## src/rtl/rr_grant_ctrl_if.sv

```systemverilog
// Arbitration bus between the requesting units and rr_grant_ctrl.
//   req     : per-requester level request (requesters -> arbiter)
//   done    : current owner finished (requesters -> arbiter)
//   grant   : one-hot registered grant (arbiter -> requesters)
//   sel     : binary index of the owner, feeds demux sel
//   en      : grant valid, feeds demux en
//   timeout : one-cycle pulse after a forced release
interface rr_grant_ctrl_if #(
    parameter int N    = 4,
    parameter int SELW = 2
);
    logic [N-1:0]    req;
    logic            done;
    logic [N-1:0]    grant;
    logic [SELW-1:0] sel;
    logic            en;
    logic            timeout;

    modport master (
        output req, done,
        input  grant, sel, en, timeout
    );

    modport slave (
        input  req, done,
        output grant, sel, en, timeout
    );
endinterface

```

## src/rtl/rr_grant_ctrl.sv

```systemverilog
// Round-robin grant controller sharing one demux-steered resource
// between N requesters. Holds the grant until done, request withdrawal
// or a hold timeout, then forces one idle cycle before the next grant.
// Ports:
//   clk   : system clock, rising edge
//   rst_n : asynchronous active-low reset
//   bus   : rr_grant_ctrl_if.slave (req/done in; grant/sel/en/timeout out)
// Parameters: N (power of two, 2..8), SELW = log2(N), MAX_HOLD (1..255).
module rr_grant_ctrl #(
    parameter int N        = 4,
    parameter int SELW     = 2,
    parameter int MAX_HOLD = 15
) (
    input  logic           clk,
    input  logic           rst_n,
    rr_grant_ctrl_if.slave bus
);

    typedef enum logic {IDLE, BUSY} state_t;

    localparam logic [7:0] HOLD_LAST = 8'(MAX_HOLD - 1);
    localparam logic [7:0] HOLD_MAX  = 8'(MAX_HOLD);

    state_t          state_q, state_n;
    logic [N-1:0]    grant_q, grant_n;
    logic [SELW-1:0] sel_q, sel_n;
    logic [SELW-1:0] ptr_q, ptr_n;
    logic            en_q, en_n;
    logic            to_q, to_n;
    logic [7:0]      cnt_q, cnt_n;

    logic            found;
    logic [SELW-1:0] win;
    logic            rel_done;
    logic            rel_abort;
    logic            rel_force;

    // Rotating priority search starting at ptr; SELW-bit addition wraps
    // modulo N because N is a power of two.
    always_comb begin
        found = 1'b0;
        win   = '0;
        for (int unsigned i = 0; i < N; i++) begin
            if (!found && bus.req[ptr_q + SELW'(i)]) begin
                found = 1'b1;
                win   = ptr_q + SELW'(i);
            end
        end
    end

    assign rel_done  = bus.done;
    assign rel_abort = !bus.req[sel_q];
    assign rel_force = (cnt_q == HOLD_LAST);

    always_comb begin
        state_n = state_q;
        grant_n = grant_q;
        sel_n   = sel_q;
        ptr_n   = ptr_q;
        en_n    = en_q;
        to_n    = 1'b0;
        cnt_n   = cnt_q;

        unique case (state_q)
            IDLE: begin
                grant_n = '0;
                en_n    = 1'b0;
                if (found) begin
                    grant_n      = '0;
                    grant_n[win] = 1'b1;
                    sel_n        = win;
                    en_n         = 1'b1;
                    cnt_n        = '0;
                    state_n      = BUSY;
                end
            end
            BUSY: begin
                if (rel_done || rel_abort || rel_force) begin
                    // Timeout only when neither done nor withdrawal caused it.
                    to_n    = !rel_done && !rel_abort;
                    grant_n = '0;
                    en_n    = 1'b0;
                    ptr_n   = sel_q + 1'b1;
                    state_n = IDLE;
                end else if (cnt_q != HOLD_MAX) begin
                    cnt_n = cnt_q + 8'd1;
                end
            end
            default: state_n = IDLE;
        endcase
    end

    always_ff @(posedge clk or negedge rst_n) begin
        if (!rst_n) begin
            state_q <= IDLE;
            grant_q <= '0;
            sel_q   <= '0;
            ptr_q   <= '0;
            en_q    <= 1'b0;
            to_q    <= 1'b0;
            cnt_q   <= '0;
        end else begin
            state_q <= state_n;
            grant_q <= grant_n;
            sel_q   <= sel_n;
            ptr_q   <= ptr_n;
            en_q    <= en_n;
            to_q    <= to_n;
            cnt_q   <= cnt_n;
        end
    end

    assign bus.grant   = grant_q;
    assign bus.sel     = sel_q;
    assign bus.en      = en_q;
    assign bus.timeout = to_q;

endmodule

```

## src/flat_wrapper.sv

```systemverilog
// flat-port wrapper written by rule: the top's interface ports become plain ports
module rr_grant_ctrl_flat 
#(
    parameter int N        = 4,
    parameter int SELW     = 2,
    parameter int MAX_HOLD = 15
)
  (clk, rst_n, bus_req, bus_done, bus_grant, bus_sel, bus_en, bus_timeout);
  rr_grant_ctrl_if #(.N(N), .SELW(SELW)) bus_i ();
  input  logic clk;
  input  logic rst_n;
  input wire logic [$bits(bus_i.req)-1:0] bus_req;
  input wire logic [$bits(bus_i.done)-1:0] bus_done;
  output wire logic [$bits(bus_i.grant)-1:0] bus_grant;
  output wire logic [$bits(bus_i.sel)-1:0] bus_sel;
  output wire logic [$bits(bus_i.en)-1:0] bus_en;
  output wire logic [$bits(bus_i.timeout)-1:0] bus_timeout;
  assign bus_i.req = bus_req;
  assign bus_i.done = bus_done;
  assign bus_grant = bus_i.grant;
  assign bus_sel = bus_i.sel;
  assign bus_en = bus_i.en;
  assign bus_timeout = bus_i.timeout;
  rr_grant_ctrl #(.N(N), .SELW(SELW), .MAX_HOLD(MAX_HOLD)) u_core (.clk(clk), .rst_n(rst_n), .bus(bus_i));
endmodule
```

## config.mk

```make
export PLATFORM = sky130hd
export DESIGN_NAME = rr_grant_ctrl_flat
export DESIGN_NICKNAME = d
export VERILOG_FILES = /design/src/rtl/rr_grant_ctrl_if.sv /design/src/rtl/rr_grant_ctrl.sv /design/src/flat_wrapper.sv
export SDC_FILE = /design/constraint.sdc
export NUM_CORES = 1
export LEC_CHECK = 0
export ABC_AREA = 1
export ABC_CLOCK_PERIOD_IN_PS = 1700
export CORE_MARGIN = 2
export CORE_UTILIZATION = 25
export CTS_BUF_LIST = sky130_fd_sc_hd__clkbuf_8
export CTS_CLUSTER_SIZE = 8
export DETAILED_ROUTE_END_ITERATION = 8
export HOLD_SLACK_MARGIN = 0.05
export PLACE_DENSITY = 0.49
export SKIP_LAST_GASP = 1
export SLEW_MARGIN = 20
export SYNTH_ARGS = -nofsm -noshare
export SYNTH_HDL_FRONTEND = slang
export SYNTH_SLANG_ARGS = --single-unit
```

## constraint.sdc

```tcl
create_clock -name clk -period 1.7 [get_ports clk]
set_clock_uncertainty 0.1 [all_clocks]
set_input_delay 0.255 -clock clk [delete_from_list [all_inputs] [get_ports clk]]
set_output_delay 0.255 -clock clk [all_outputs]
set_load 0.005 [all_outputs]
```

== Yosys cells after proc, flatten, opt, wreduce, memory -nomap -nowiden ==
Cells that the tools add are included.
W data, S select, Z words.

* Output and inout port bits: 8
* Register bits after elaboration: 19
* Logic and storage cells: 75

* Add/subtract/negate cells: 5
* Order comparisons: 7
* Reductions and logical operators: 15
* Bitwise logic cells: 1
* Multiplexer cells: 34
* Equal/unequal tests: 6

{| class="wikitable"
|+ Operator list
! operator !! count
|-
| $mux W8 || 3
|-
| $lt A2 B3 Y1 const B || 6
|-
| $pmux W8 S2 || 1
|-
| $mux W1 || 15
|-
| $bmux W1 S2 || 5
|-
| $add A8 B1 Y8 const B || 1
|-
| $eq A8 B4 Y1 const B || 1
|-
| $mux W2 || 4
|-
| $mux W4 || 2
|-
| $ne A8 B4 Y1 const B || 1
|-
| $pmux W4 S2 || 1
|-
| $ne A2 B2 Y1 const B || 3
|-
| $logic_and A1 B1 Y1 || 5
|-
| $logic_not A1 Y1 || 5
|-
| $add A2 B1 Y2 const B || 2
|-
| $add A2 B2 Y2 const B || 2
|-
| $pmux W1 S2 || 2
|-
| $reduce_and A2 Y1 || 2
|-
| $reduce_and A3 Y1 || 1
|-
| $demux W1 S2 || 1
|-
| $ge A2 B1 Y1 const B || 1
|-
| $logic_or A1 B1 Y1 || 2
|-
| $ne A2 B1 Y1 const B || 1
|-
| $not A1 Y1 || 1
|}

== Depth between registers and ports, before layout ==
* Depth in word-level cells: 18
* Mapped depth: 12
* Mapped depth without buffers: 12

== Worst setup path after synthesis ==
Ideal clock, no wire load.

* Kind: reg2reg
* From: register u_core.sel_q[0] (netlist: u_core.bus.sel[0])
* To: register u_core.cnt_q[4]
* Path buffers: 1
* Setup time: 117 ps
* Slack: 88 ps
* Data required time: 1483 ps
* Cell stages (with the launch flop): 11
* Data arrival time: 1395 ps
* Clock period less this slack: 1612 ps
* Path through: dfrtp_1 > clkbuf_2 > nor2_1 > nor2_1 > nand2_1 > a21oi_1 > nand3_1 > nand2_8 > nand2_8 > nand2_1 > nand2_1

* Cells in the longest elaborated chain, start to end: 7

{| class="wikitable"
|+ Ends and longest elaborated chain
! what !! line !! RTL
|-
| start: declaration || rr_grant_ctrl.sv:26 || <nowiki>logic [SELW-1:0] sel_q, sel_n;</nowiki>
|-
| start signal: assignment || rr_grant_ctrl.sv:105 || <nowiki>sel_q <= sel_n;</nowiki>
|-
| $bmux W1 S2 || rr_grant_ctrl.sv:52 || <nowiki>assign rel_abort = !bus.req[sel_q];</nowiki>
|-
| $mux W1 (implied by the code) || rr_grant_ctrl.sv:52 ||
|-
| $logic_not A1 Y1 || rr_grant_ctrl.sv:52 ||
|-
| $logic_or A1 B1 Y1 (2 in a row) || rr_grant_ctrl.sv:78 || <nowiki>if (rel_done || rel_abort || rel_force) begin</nowiki>
|-
| $ne A2 B2 Y1 (no line) || n/a ||
|-
| $reduce_and A3 Y1 (no line) || n/a ||
|-
| end signal: assignment || rr_grant_ctrl.sv:109 || <nowiki>cnt_q <= cnt_n;</nowiki>
|-
| end: declaration || rr_grant_ctrl.sv:30 || <nowiki>logic [7:0] cnt_q, cnt_n;</nowiki>
|}

Every way passes these cells. The select of a mux whose other input is x is not followed.
A chain may end at the register's enable or synchronous reset.

== Worst setup path in the final report ==
* From: register u_core.ptr_q[0]
* To: register u_core.cnt_q[2]

* Cells in the longest elaborated chain, start to end: 14
* Elaborated cells on any way between the ends: 23
* Classes of those cells: add/sub (3); eq/ne (1); mux (12); reduce/logical (7)

{| class="wikitable"
|+ Ends and longest elaborated chain
! what !! line !! RTL
|-
| start: declaration || rr_grant_ctrl.sv:27 || <nowiki>logic [SELW-1:0] ptr_q, ptr_n;</nowiki>
|-
| start signal: assignment || rr_grant_ctrl.sv:106 || <nowiki>ptr_q <= ptr_n;</nowiki>
|-
| parallel branches: the longest is 11 deep, another holds $add A2 B1 Y2 || n/a ||
|-
| $mux W1 * || rr_grant_ctrl.sv:44 || <nowiki>if (!found && bus.req[ptr_q + SELW'(i)]) begin</nowiki>
|-
| $ne A2 B1 Y1 (no line) * || n/a ||
|-
| $reduce_and A3 Y1 (no line) * || n/a ||
|}

Every way passes the cells marked *. The select of a mux whose other input is x is not followed.

==> summary.txt <==
Critical path
  • CP max FO: 8
  • Largest stage delay, worst path: 0.47 ns
  • CP Class: register to register
  • CP most frequent cell: nand2_4
  • Crit path cell chain: buf_6 > nand2_4 > nand2_4 > nand2_4 > nand2_4 > nor2_8 > nand3_4 > nand2_8 > nand2_8 > nand2_8 > nand2_1 > nand2_1
  • R2R Path Start: u_core.ptr_q[0]$_DFFE_PN0P_
  • Worst setup path startpoint: u_core.ptr_q[0]$_DFFE_PN0P_
  • Startpoint types: register
  • CP arrival: 1.82 ns
  • Endpoint class of the critical path: register
  • Worst path slowest cell: dfrtp_2
  • Required time worst endpoint: 1.80 ns

Routing
  • DR top layer: met4
  • WL met1: 1.50 mm
  • Routed WL: 3.30 mm
  • Wire length per cell: 10.7 um
  • Post-DRT Antenna Nets: 0
  • Vias post-DR: 1321
  • Initial drt markers: 58
  • Wire length on met3: 57 um
  • DR DRC count: 0
  • Routed vias/inst: 4.29
  • Detailed Routing Iterations Pass 1: 4
  • Met2 WL: 1.68 mm

Die
  • Die X: 78.5 um
  • Total die area: 0.00616 mm^2
  • Initial Util: 0.255
  • I/O pin count: 15
  • CORE AREA: 0.00544 mm^2
  • # rows: 27
  • Die Height: 78.5 um

Flow run
  • Max-cap violations: 0

Power and ir drop
  • Design Power: 3560 uW
  • Pleak: 0.00102 uW
  • Maximum VDD drop: 0.000627 V
  • Pwr Density: 1810 mW/mm^2

Layout
  • Final Util: 0.362
  • Antenna fix cells: 0
  • Share of cells above drive strength 1: 0.318
  • Layout area overhead: 41.7%
  • Fin nets: 246

Synth
  • Post-synth cell types: 26
  • EDFF count, synth: 0
  • Top FF cell, synth: dfrtp_1
  • Synthesis Warnings: 0
  • Most numerous cell in the Yosys netlist: nand2_1
  • Syn Area/Cell: 7.15 um^2
  • Yosys top cell area share: 0.343
  • #FFs+latches synth: 19
  • Syn Nets: 203
  • Seq/Total Area, Yosys: 0.343
  • Post-synth ARST share: 1.00
  • Cells after Synth: 194
  • Cell taking the most area after synthesis: dfrtp_1
  • Cell Area, Synth: 0.00139 mm^2
  • Synth top cells by count: nand2_1 (76), dfrtp_1 (19), nand3_1 (18), nor2_1 (18), inv_1 (17)
  • Synth area leaders: dfrtp_1 (34%), nand2_1 (21%), nand3_1 (6.5%), nor2_1 (4.9%), inv_1 (4.6%)

Global route
  • Largest net degree at the start of global routing: 20
  • Initial antenna violation count: 0
  • First-pass GRT wire length: 5.73 mm
  • GRT overflow: 0
  • GR Util All Layers: 0.114
  • Vias in the first global route: 1303

Min path
  • Worst hold path type: primary input to asynchronous set/reset pin

STA
  • Slew HR: 0.805
  • Setup ws final: -0.0206 ns
  • Period Utilization, post-route: 1.01
  • Worst-margin pin slew: 0.291 ns
  • Max Slew Vio Count: 0
  • RSZ-0062 raised after global routing: true
  • Final hold violation count: 0
  • Max Clk Rate: 581 MHz
  • # setup viols final: 8
  • Tmin final: 1.72 ns

Place
  • Routability Congestion: 0.786
  • Dpl hpwl: 2.43 mm
  • Port Buffers: 14

Clocking
  • Worst-path clk slew: 0.08 ns
  • H-tree lvl count: 1
  • CTS tree: built
  • Clock buffer depth: 2
  • Root Buffer: clkbuf_8
  • Clock tree sinks: 19
  • Hold bufs inserted after CTS: 0
  • CTS Buf Count: 3
  • Clk_lat worst skew: 0.25 ns

Run status
  • Status: complete, but fails checks
  • Failing checks: setup timing
==> routing by layer <==
layer	GRT usage	vias up
li1	-	697
met1	0.142	603
met2	0.204	15
met3	0.0103	6
met4	0.0386	0
met5	0	-
==> registers in the layout, summed over array words and instances (netlist names) <==
| name | flops |
|---|---|
| u_core.bus.en | 1 |
| u_core.bus.grant | 4 |
| u_core.bus.sel | 2 |
| u_core.bus.timeout | 1 |
| u_core.cnt_q | 8 |
| u_core.ptr_q | 2 |
| u_core.state_q | 1 |
==> kinds of logic after synthesis <==
group           share of synthesized area
simple gates                        0.480
buf+inv                            0.0631
flops                               0.343
compound gates                     0.0523
xor+xnor                           0.0442
fa+ha+maj                          0.0180
==> layout make-up <==
cell class / instances / area, um^2
well taps: 72 / 90.1
flip-flops and latches: 19 / 479
fillers: 570 / 3470
clock inverters: 1 / 5.00
inverters: 19 / 73.8
repair inverters: 1 / 7.51
multi-input cells: 154 / 940
repair buffers: 39 / 330
clock buffers: 3 / 41.3
==> timing repair <==
action,4_1_cts,5_1_grt
pin swaps,11,17
gates cloned,2,0
gates resized for setup,20,17
hold endpoints to repair,0,0
setup buffers,4,1
setup endpoints to repair,11,16
==> path summary, 6_finish.rpt <==
path / cells past startpoint / slack [ns] / endpoint
max in group asynchronous: 2 / 1.05 / u_core.ptr_q[0]$_DFFE_PN0P_
worst min-delay path: 2 / 0.22 / u_core.cnt_q[3]$_DFFE_PN0P_
worst min register to register: 2 / 0.39 / u_core.bus.grant[1]$_DFFE_PN0P_
min in group clk: 2 / 0.39 / u_core.bus.grant[1]$_DFFE_PN0P_
worst max register to register: 12 / -0.02 / u_core.cnt_q[2]$_DFFE_PN0P_
worst max-delay path: 12 / -0.02 / u_core.cnt_q[2]$_DFFE_PN0P_
==> cells in the final DEF, fill, tap and decap left out, drive strengths merged <==
| cell type | synthesis | layout |
|---|---|---|
| nor2 | 20 | 20 |
| inv | 19 | 19 |
| nand3 | 20 | 20 |
| o211ai | 2 | 2 |
| a21oi | 2 | 2 |
| nand2 | 87 | 88 |
| xnor2 | 3 | 3 |
| clkinv | 0 | 1 |
| clkdlybuf4s50 | 0 | 13 |
| a31oi | 1 | 1 |
| o21ai | 6 | 6 |
| nand3b | 1 | 1 |
| dfrtp | 19 | 19 |
| clkinvlp | 0 | 1 |
| xor2 | 4 | 4 |
| clkbuf | 2 | 3 |
| ha | 2 | 2 |
| dlygate4sd2 | 0 | 1 |
| buf | 1 | 25 |
| nand4 | 5 | 5 |
==> critical path: cells and delay by family, from the launching register on <==
| kind | cells | cell delay, ns |
|---|---|---|
| and+or+nand+nor | 11 | 0.93 |
| DFF | 1 | 0.47 |
| buffers and inverters | 1 | 0.16 |
==> stage by stage <==
stage          hold WS (ns)  setup slack [ns]  setup TNS, ns  instances  cell area [um^2]
5_1_grt               0.264            -0.175          -1.69        308              1970
3_5_place_dp          0.373            -0.302          -4.38        297              1750
6_report              0.223           -0.0206        -0.0792        308              1970
2_1_floorplan        -0.141            0.0877              0        194              1390
3_3_place_gp          0.374            -0.296          -4.24        297              1750
4_1_cts               0.237           -0.0113        -0.0743        307              1900
==> power by group <==
part	switching [uW]	total (uW)	internal, uW
registers	155	749	594
logic	1400	2490	1090
clock network	157	320	163
(Power assumes the default switching activity.)
